**config.mk**
```make
export PLATFORM = sky130hd
export DESIGN_NAME = dsp_mac_pipe
export DESIGN_NICKNAME = d
export VERILOG_FILES = /design/src/rtl/dsp_mac_pkg.sv /design/src/rtl/dsp_mac_postadd.sv /design/src/rtl/dsp_mac_pipe.sv
export SDC_FILE = /design/constraint.sdc
export NUM_CORES = 2
export LEC_CHECK = 0
export CAP_MARGIN = 20
export CORE_MARGIN = 2
export CORE_UTILIZATION = 60
export CTS_BUF_LIST = sky130_fd_sc_hd__clkbuf_8
export DETAILED_ROUTE_END_ITERATION = 8
export GPL_TIMING_DRIVEN = 0
export HOLD_SLACK_MARGIN = 0.15
export PLACE_DENSITY = 0.89
export SETUP_SLACK_MARGIN = 0.05
export SLEW_MARGIN = 20
export SYNTH_ARGS = -nofsm -noshare
export SYNTH_HDL_FRONTEND = slang
export SYNTH_HIERARCHICAL = 1
export SYNTH_SLANG_ARGS = --single-unit
export TNS_END_PERCENT = 20
```
**constraint.sdc**
```tcl
create_clock -name CLK -period 7.3 [get_ports CLK]
set_input_delay 0.73 -clock CLK [delete_from_list [all_inputs] [get_ports CLK]]
set_output_delay 0.73 -clock CLK [all_outputs]
set_load 0.1 [all_outputs]
```
**src/rtl/dsp_mac_pkg.sv**
```systemverilog
// rtl/dsp_mac_pkg.sv - OPMODE field positions, X/Z select encodings and width helpers for dsp_mac_pipe
package dsp_mac_pkg;

    localparam int OP_PREADD  = 0;
    localparam int OP_PRESUB  = 1;
    localparam int OP_X_MSB   = 3;
    localparam int OP_Z_MSB   = 5;
    localparam int OP_POSTSUB = 6;
    localparam int OP_AUTOACC = 7;

    localparam logic [1:0] SEL_ZERO = 2'b00;
    localparam logic [1:0] SEL_M    = 2'b01;
    localparam logic [1:0] SEL_PCIN = 2'b01;
    localparam logic [1:0] SEL_P    = 2'b10;
    localparam logic [1:0] SEL_C    = 2'b11;

    function automatic int cnt_width(input int acc_len);
        return (acc_len < 1) ? 1 : $clog2(acc_len + 1);
    endfunction

endpackage

```
**src/rtl/dsp_mac_postadd.sv**
```systemverilog
// rtl/dsp_mac_postadd.sv - combinational X/Z post-adder with carry, signed overflow and optional saturation (DSP_MAC_SAT_EN)
module dsp_mac_postadd #(
    parameter int P_WIDTH = 48
) (
    input  logic [P_WIDTH-1:0] x,
    input  logic [P_WIDTH-1:0] z,
    input  logic               cin,
    input  logic               sub,
    output logic [P_WIDTH-1:0] p,
    output logic               carry,
    output logic               overflow
);

    logic [P_WIDTH-1:0] x_op;
    logic               c_op;
    logic [P_WIDTH:0]   sum;

    // Z-(X+CIN) is folded into one adder as Z + ~X + ~CIN
    assign x_op     = sub ? ~x : x;
    assign c_op     = sub ? ~cin : cin;
    assign sum      = {1'b0, z} + {1'b0, x_op} + {{P_WIDTH{1'b0}}, c_op};
    assign carry    = sum[P_WIDTH];
    assign overflow = (z[P_WIDTH-1] == x_op[P_WIDTH-1]) && (sum[P_WIDTH-1] != z[P_WIDTH-1]);

`ifdef DSP_MAC_SAT_EN
    always_comb begin
        p = sum[P_WIDTH-1:0];
        if (overflow) begin
            p = z[P_WIDTH-1] ? {1'b1, {(P_WIDTH-1){1'b0}}} : {1'b0, {(P_WIDTH-1){1'b1}}};
        end
    end
`else
    assign p = sum[P_WIDTH-1:0];
`endif

endmodule

```
**src/rtl/dsp_mac_pipe.sv**
```systemverilog
// rtl/dsp_mac_pipe.sv - 4-stage pre-add/multiply/post-add MAC slice with auto-accumulate; DSP_MAC_SAT_EN enables saturation
module dsp_mac_pipe
    import dsp_mac_pkg::*;
#(
    parameter int A_WIDTH = 18,
    parameter int B_WIDTH = 18,
    parameter int C_WIDTH = 48,
    parameter int P_WIDTH = 48,
    parameter int ACC_LEN = 4
) (
    input  logic                       CLK,
    input  logic                       RST,
    input  logic                       CE,
    input  logic                       IN_VALID,
    input  logic [A_WIDTH-1:0]         A,
    input  logic [B_WIDTH-1:0]         B,
    input  logic [B_WIDTH-1:0]         D,
    input  logic [C_WIDTH-1:0]         C,
    input  logic [P_WIDTH-1:0]         PCIN,
    input  logic                       CARRYIN,
    input  logic [7:0]                 OPMODE,
    output logic [B_WIDTH-1:0]         BCOUT,
    output logic [A_WIDTH+B_WIDTH-1:0] M,
    output logic [P_WIDTH-1:0]         P,
    output logic [P_WIDTH-1:0]         PCOUT,
    output logic                       CARRYOUT,
    output logic                       OVERFLOW,
    output logic                       OUT_VALID,
    output logic                       ACC_DONE
);

    localparam int M_WIDTH   = A_WIDTH + B_WIDTH;
    localparam int CNT_WIDTH = cnt_width(ACC_LEN);
    localparam logic [CNT_WIDTH-1:0] CNT_LAST = CNT_WIDTH'(ACC_LEN - 1);

    logic signed [A_WIDTH-1:0] a1, a2;
    logic signed [B_WIDTH-1:0] b1, d1, pre_sum, pre2;
    logic signed [C_WIDTH-1:0] c1, c2, c3;
    logic        [P_WIDTH-1:0] pcin1, pcin2, pcin3;
    logic                      cin1, cin2, cin3;
    logic        [7:0]         op1;
    logic        [7:2]         op2, op3;
    logic                      v1, v2, v3;
    logic signed [M_WIDTH-1:0] m_r;

    logic [P_WIDTH-1:0]   p_r;
    logic                 carry_r, ovf_r, out_valid_r, acc_done_r;
    logic [CNT_WIDTH-1:0] acc_cnt;

    logic [P_WIDTH-1:0] m_ext, c_ext, x_val, z_val, sum;
    logic               sum_carry, sum_ovf, acc_first, acc_last;

    always_comb begin
        pre_sum = b1;
        if (op1[OP_PREADD]) begin
            pre_sum = op1[OP_PRESUB] ? d1 - b1 : d1 + b1;
        end
    end

    assign m_ext     = P_WIDTH'(m_r);
    assign c_ext     = P_WIDTH'(c3);
    assign acc_first = op3[OP_AUTOACC] && (acc_cnt == '0);
    assign acc_last  = op3[OP_AUTOACC] && (acc_cnt == CNT_LAST);

    always_comb begin
        x_val = '0;
        case (op3[OP_X_MSB -: 2])
            SEL_ZERO: x_val = '0;
            SEL_M:    x_val = m_ext;
            SEL_P:    x_val = p_r;
            default:  x_val = c_ext;
        endcase
        z_val = '0;
        case (op3[OP_Z_MSB -: 2])
            SEL_ZERO: z_val = '0;
            SEL_PCIN: z_val = pcin3;
            SEL_P:    z_val = p_r;
            default:  z_val = c_ext;
        endcase
        // A new accumulate run must not fold in whatever P held before it
        if (acc_first) begin
            z_val = '0;
        end
    end

    dsp_mac_postadd #(.P_WIDTH(P_WIDTH)) u_postadd (
        .x        (x_val),
        .z        (z_val),
        .cin      (cin3),
        .sub      (op3[OP_POSTSUB]),
        .p        (sum),
        .carry    (sum_carry),
        .overflow (sum_ovf)
    );

    always_ff @(posedge CLK) begin
        if (RST) begin
            a1 <= '0; b1 <= '0; d1 <= '0; c1 <= '0; pcin1 <= '0; cin1 <= 1'b0; op1 <= '0; v1 <= 1'b0;
            a2 <= '0; pre2 <= '0; c2 <= '0; pcin2 <= '0; cin2 <= 1'b0; op2 <= '0; v2 <= 1'b0;
            m_r <= '0; c3 <= '0; pcin3 <= '0; cin3 <= 1'b0; op3 <= '0; v3 <= 1'b0;
            p_r <= '0; carry_r <= 1'b0; ovf_r <= 1'b0; acc_cnt <= '0;
            out_valid_r <= 1'b0; acc_done_r <= 1'b0;
        end else begin
            out_valid_r <= CE & v3;
            acc_done_r  <= CE & v3 & acc_last;
            if (CE) begin
                a1 <= A; b1 <= B; d1 <= D; c1 <= C; pcin1 <= PCIN; cin1 <= CARRYIN; op1 <= OPMODE; v1 <= IN_VALID;
                a2 <= a1; pre2 <= pre_sum; c2 <= c1; pcin2 <= pcin1; cin2 <= cin1; op2 <= op1[7:2]; v2 <= v1;
                m_r <= M_WIDTH'(a2) * M_WIDTH'(pre2);
                c3 <= c2; pcin3 <= pcin2; cin3 <= cin2; op3 <= op2; v3 <= v2;
                if (v3) begin
                    p_r     <= sum;
                    carry_r <= sum_carry;
                    ovf_r   <= sum_ovf;
                    acc_cnt <= (op3[OP_AUTOACC] && !acc_last) ? acc_cnt + CNT_WIDTH'(1) : '0;
                end
            end
        end
    end

    assign BCOUT     = b1;
    assign M         = m_r;
    assign P         = p_r;
    assign PCOUT     = p_r;
    assign CARRYOUT  = carry_r;
    assign OVERFLOW  = ovf_r;
    assign OUT_VALID = out_valid_r;
    assign ACC_DONE  = acc_done_r;

endmodule

```
==> metrics <==
cell count of the worst reg-to-reg path 18; Finished Core Util 70.27%; Post-CTS Setup Repair Bufs 0; clock sink count 495; # port buffers 314; CTS Buffer Depth 3; Setup TNS 0 ps; power density over the cells 163.0 mW/mm2; Crit Path Max Fanout 10; clk_lat worst skew 700 ps; CP peak stage delay 580 ps; H-tree levels 3; vias in the first global route 31590; Syn-to-layout area delta 16.16%; Post-synth EDFFs 0; Fill cells 4319; flops & latches, synth 495; Nets 5082; Max Slew Vio Count 0; vias per inst 5.848; CP bufs+invs 2; CP startpoint kind flip-flop; Global Route Usage Sum 35.22%; r2r setup slk 250 ps; syn_area_per_cell 9.008 um2; Synth Instances 4046; Main synth FF type dfxtp_1; status complete, but fails checks; Hold Path Class reg2reg; Starting Density 60.50%; grt total ovfl 0; final estimated routing congestion in global placement 0.9869; wire per inst 20.97 um; pre-CTS WS -301.1 ps; nature of the critical path endpoint flip-flop; failing checks design-rule violations; Critical Path RT 7930 ps; Final period util 96.60%; Worst Skew 53.28 ps; antenna viol nets, final 0; final setup fails 0; Crit. path cell count 18; hold-critical path depth 2; CTS clk-pin slew, worst paths 70 ps; CTS tree done; max-cap check violation count 0; Worst EP arrival 7680 ps; CTS Buf Count 80; Worst path top cell family by delay adder cells; most frequent CP cell fa_1; Multi-input gate area 0.02361 mm2; Fin. Hold Viols 0; Seq/Total Area, Yosys 27.19%; DRC 2; hold_ws 489.3 ps; Setup Crit Path Kind reg2reg; DP Area 0.04057 mm2; die area 0.06273 mm2; Mapped Nets 4702; DPL Wire Length 86030 um; Finished Cell Area 0.04234 mm2; fin crit period 7052 ps; DRT Pass-1 Iters 9; Yosys warnings 6; via count 30820; layout cells sized above 1 6.870%; pin count of the biggest net entering global routing 13; clk root buf clkbuf_8; Leakage 20.00 nW; 1st-iter DRT viols 2910; initial antenna violation count 4; Critical Path, Cell by Cell inv_1 > buf_1 > nor2_1 > fa_1 > fa_1 > fa_1 > fa_1 > fa_1 > fa_1 > ha_1 > and3_1 > a31oi_1 > a31oi_1 > nor3_1 > o21ai_1 > a21o_1 > a2111oi_0 > nand3b_1; Worst VDD drop 0.0001535 V; Core Area 0.06025 mm2; Worst path slowest cell buf_1; Max Clock Freq 141.8 MHz; die height 250.5 um; # rows 90; unrepaired setup endpoints after global routing true; num ports 317; wire length after detailed routing 110500 um; Least-Margin Pin Slew 1233 ps; FF/Latch Area 0.009915 mm2; Post-synth ARST share 0%; die span in x 250.5 um; Slew headroom 17.77%; post-synthesis cell type count 78; first-pass GRT wire length 172300 um; setup ws final 248.1 ps; Cell Area, Synth 0.03645 mm2
## cells in the final DEF, fill, tap and decap left out, types with 83 or more instances in the layout
| cell | instances |
|---|---|
| nor2_1 | 541 |
| and2_1 | 164 |
| fa_1 | 331 |
| a21oi_1 | 152 |
| mux2i_1 | 419 |
| clkbuf_8 | 96 |
| ha_1 | 160 |
| nand2_1 | 353 |
| inv_1 | 457 |
| mux2_2 | 83 |
| clkdlybuf4s50_1 | 314 |
| clkbuf_1 | 146 |
| dfxtp_1 | 491 |
## worst paths after layout
path,startpoint,end
hold reg to reg,acc_cnt[1],acc_cnt[1]
setup / recovery,pre2[17],M[33]
hold / removal,acc_cnt[1],acc_cnt[1]
setup reg to reg,pre2[17],M[33]
## per-stage QoR
| step | power [mW] | std cells |
|---|---|---|
| floorplan | 3.823 | 4046 |
| global placement | 4.211 | 5142 |
| detailed placement | 4.256 | 5142 |
| CTS | 6.884 | 5277 |
| global route | 7.140 | 5268 |
| finish | 6.902 | 5269 |
## power by group
group          total [mW]  internal (mW)  leakage, nW  switching, mW
combinational        1.30          0.505         15.0          0.792
sequential           2.94           2.81         4.04          0.131
clock                2.66           1.49        0.965           1.18
## final cells by class
class / instances / share of cell area, %
multi-input cells: 2820 / 55.77
well taps: 782 / 2.311
clock buffers: 96 / 3.121
flip-flops and latches: 495 / 23.42
repair buffers: 315 / 7.450
diodes: 4 / 0.02364
clock inverters: 43 / 1.037
inverters: 439 / 3.892
plain buffers: 275 / 2.979
## repair_timing
action                                  CTS  global route
endpoints found under the hold margin     0             0
endpoints found under the setup margin    5            13
gates resized for setup                   8            41
hold buffers                              0             0
pin swaps                                 0             0
## cell families after synthesis
group	count (synthesis)	synth area share [%]
AOI/OAI and AO/OA	485	8.902
xor gates and xnor gates	149	3.632
adders and majority gates	493	23.76
buffers and inverters	731	8.074
DFF	495	27.19
muxes	503	14.10
and+or+nand+nor	1190	14.34
## cells in the mapped netlist (21+ instances only)
cell type	count	area (um2)
a211oi_1	28	210.2
a21o_1	43	322.8
a21oi_1	152	760.7
a22o_1	48	420.4
a22oi_1	49	367.9
and2_1	164	1026
buf_1	52	195.2
buf_4	50	375.4
clkbuf_1	186	698.2
dfxtp_1	495	9910
fa_1	332	6646
ha_1	161	2014
inv_1	439	1648
mux2_2	83	934.7
mux2i_1	419	4194
nand2_1	353	1325
nand3_1	21	105.1
nor2_1	541	2031
o21ai_0	55	275.3
xnor2_1	73	639.4
xor2_1	75	656.9
## per-layer routing
layer  routed length (um)  vias up  track usage [%]
li1                     -    13850                -
met1                42210    14970            44.11
met2                50250     1640            56.38
met3                12210      360            9.436
met4                 5820        0            17.42
met5                    0        -                0
## sequential cells by signal, indices dropped and copies added (netlist names), 3 cells and up
signal,count
P,48
c1,48
c2,48
c3,48
pcin1,48
pcin2,48
pcin3,48
M,36
BCOUT,18
a1,18
a2,18
d1,18
pre2,18
op1,8
op2,6
op3,6
acc_cnt,3
## worst register-to-register path: cells and delay by family (launching register included)
family                     cells  cell delay, ps
AOI/OAI and AO/OA              5            1300
adders and majority gates      7            3560
DFF                            1             440
and+or+nand+nor                4             770
buffers and inverters          2             920
Power figures use the tool's default switching activity.
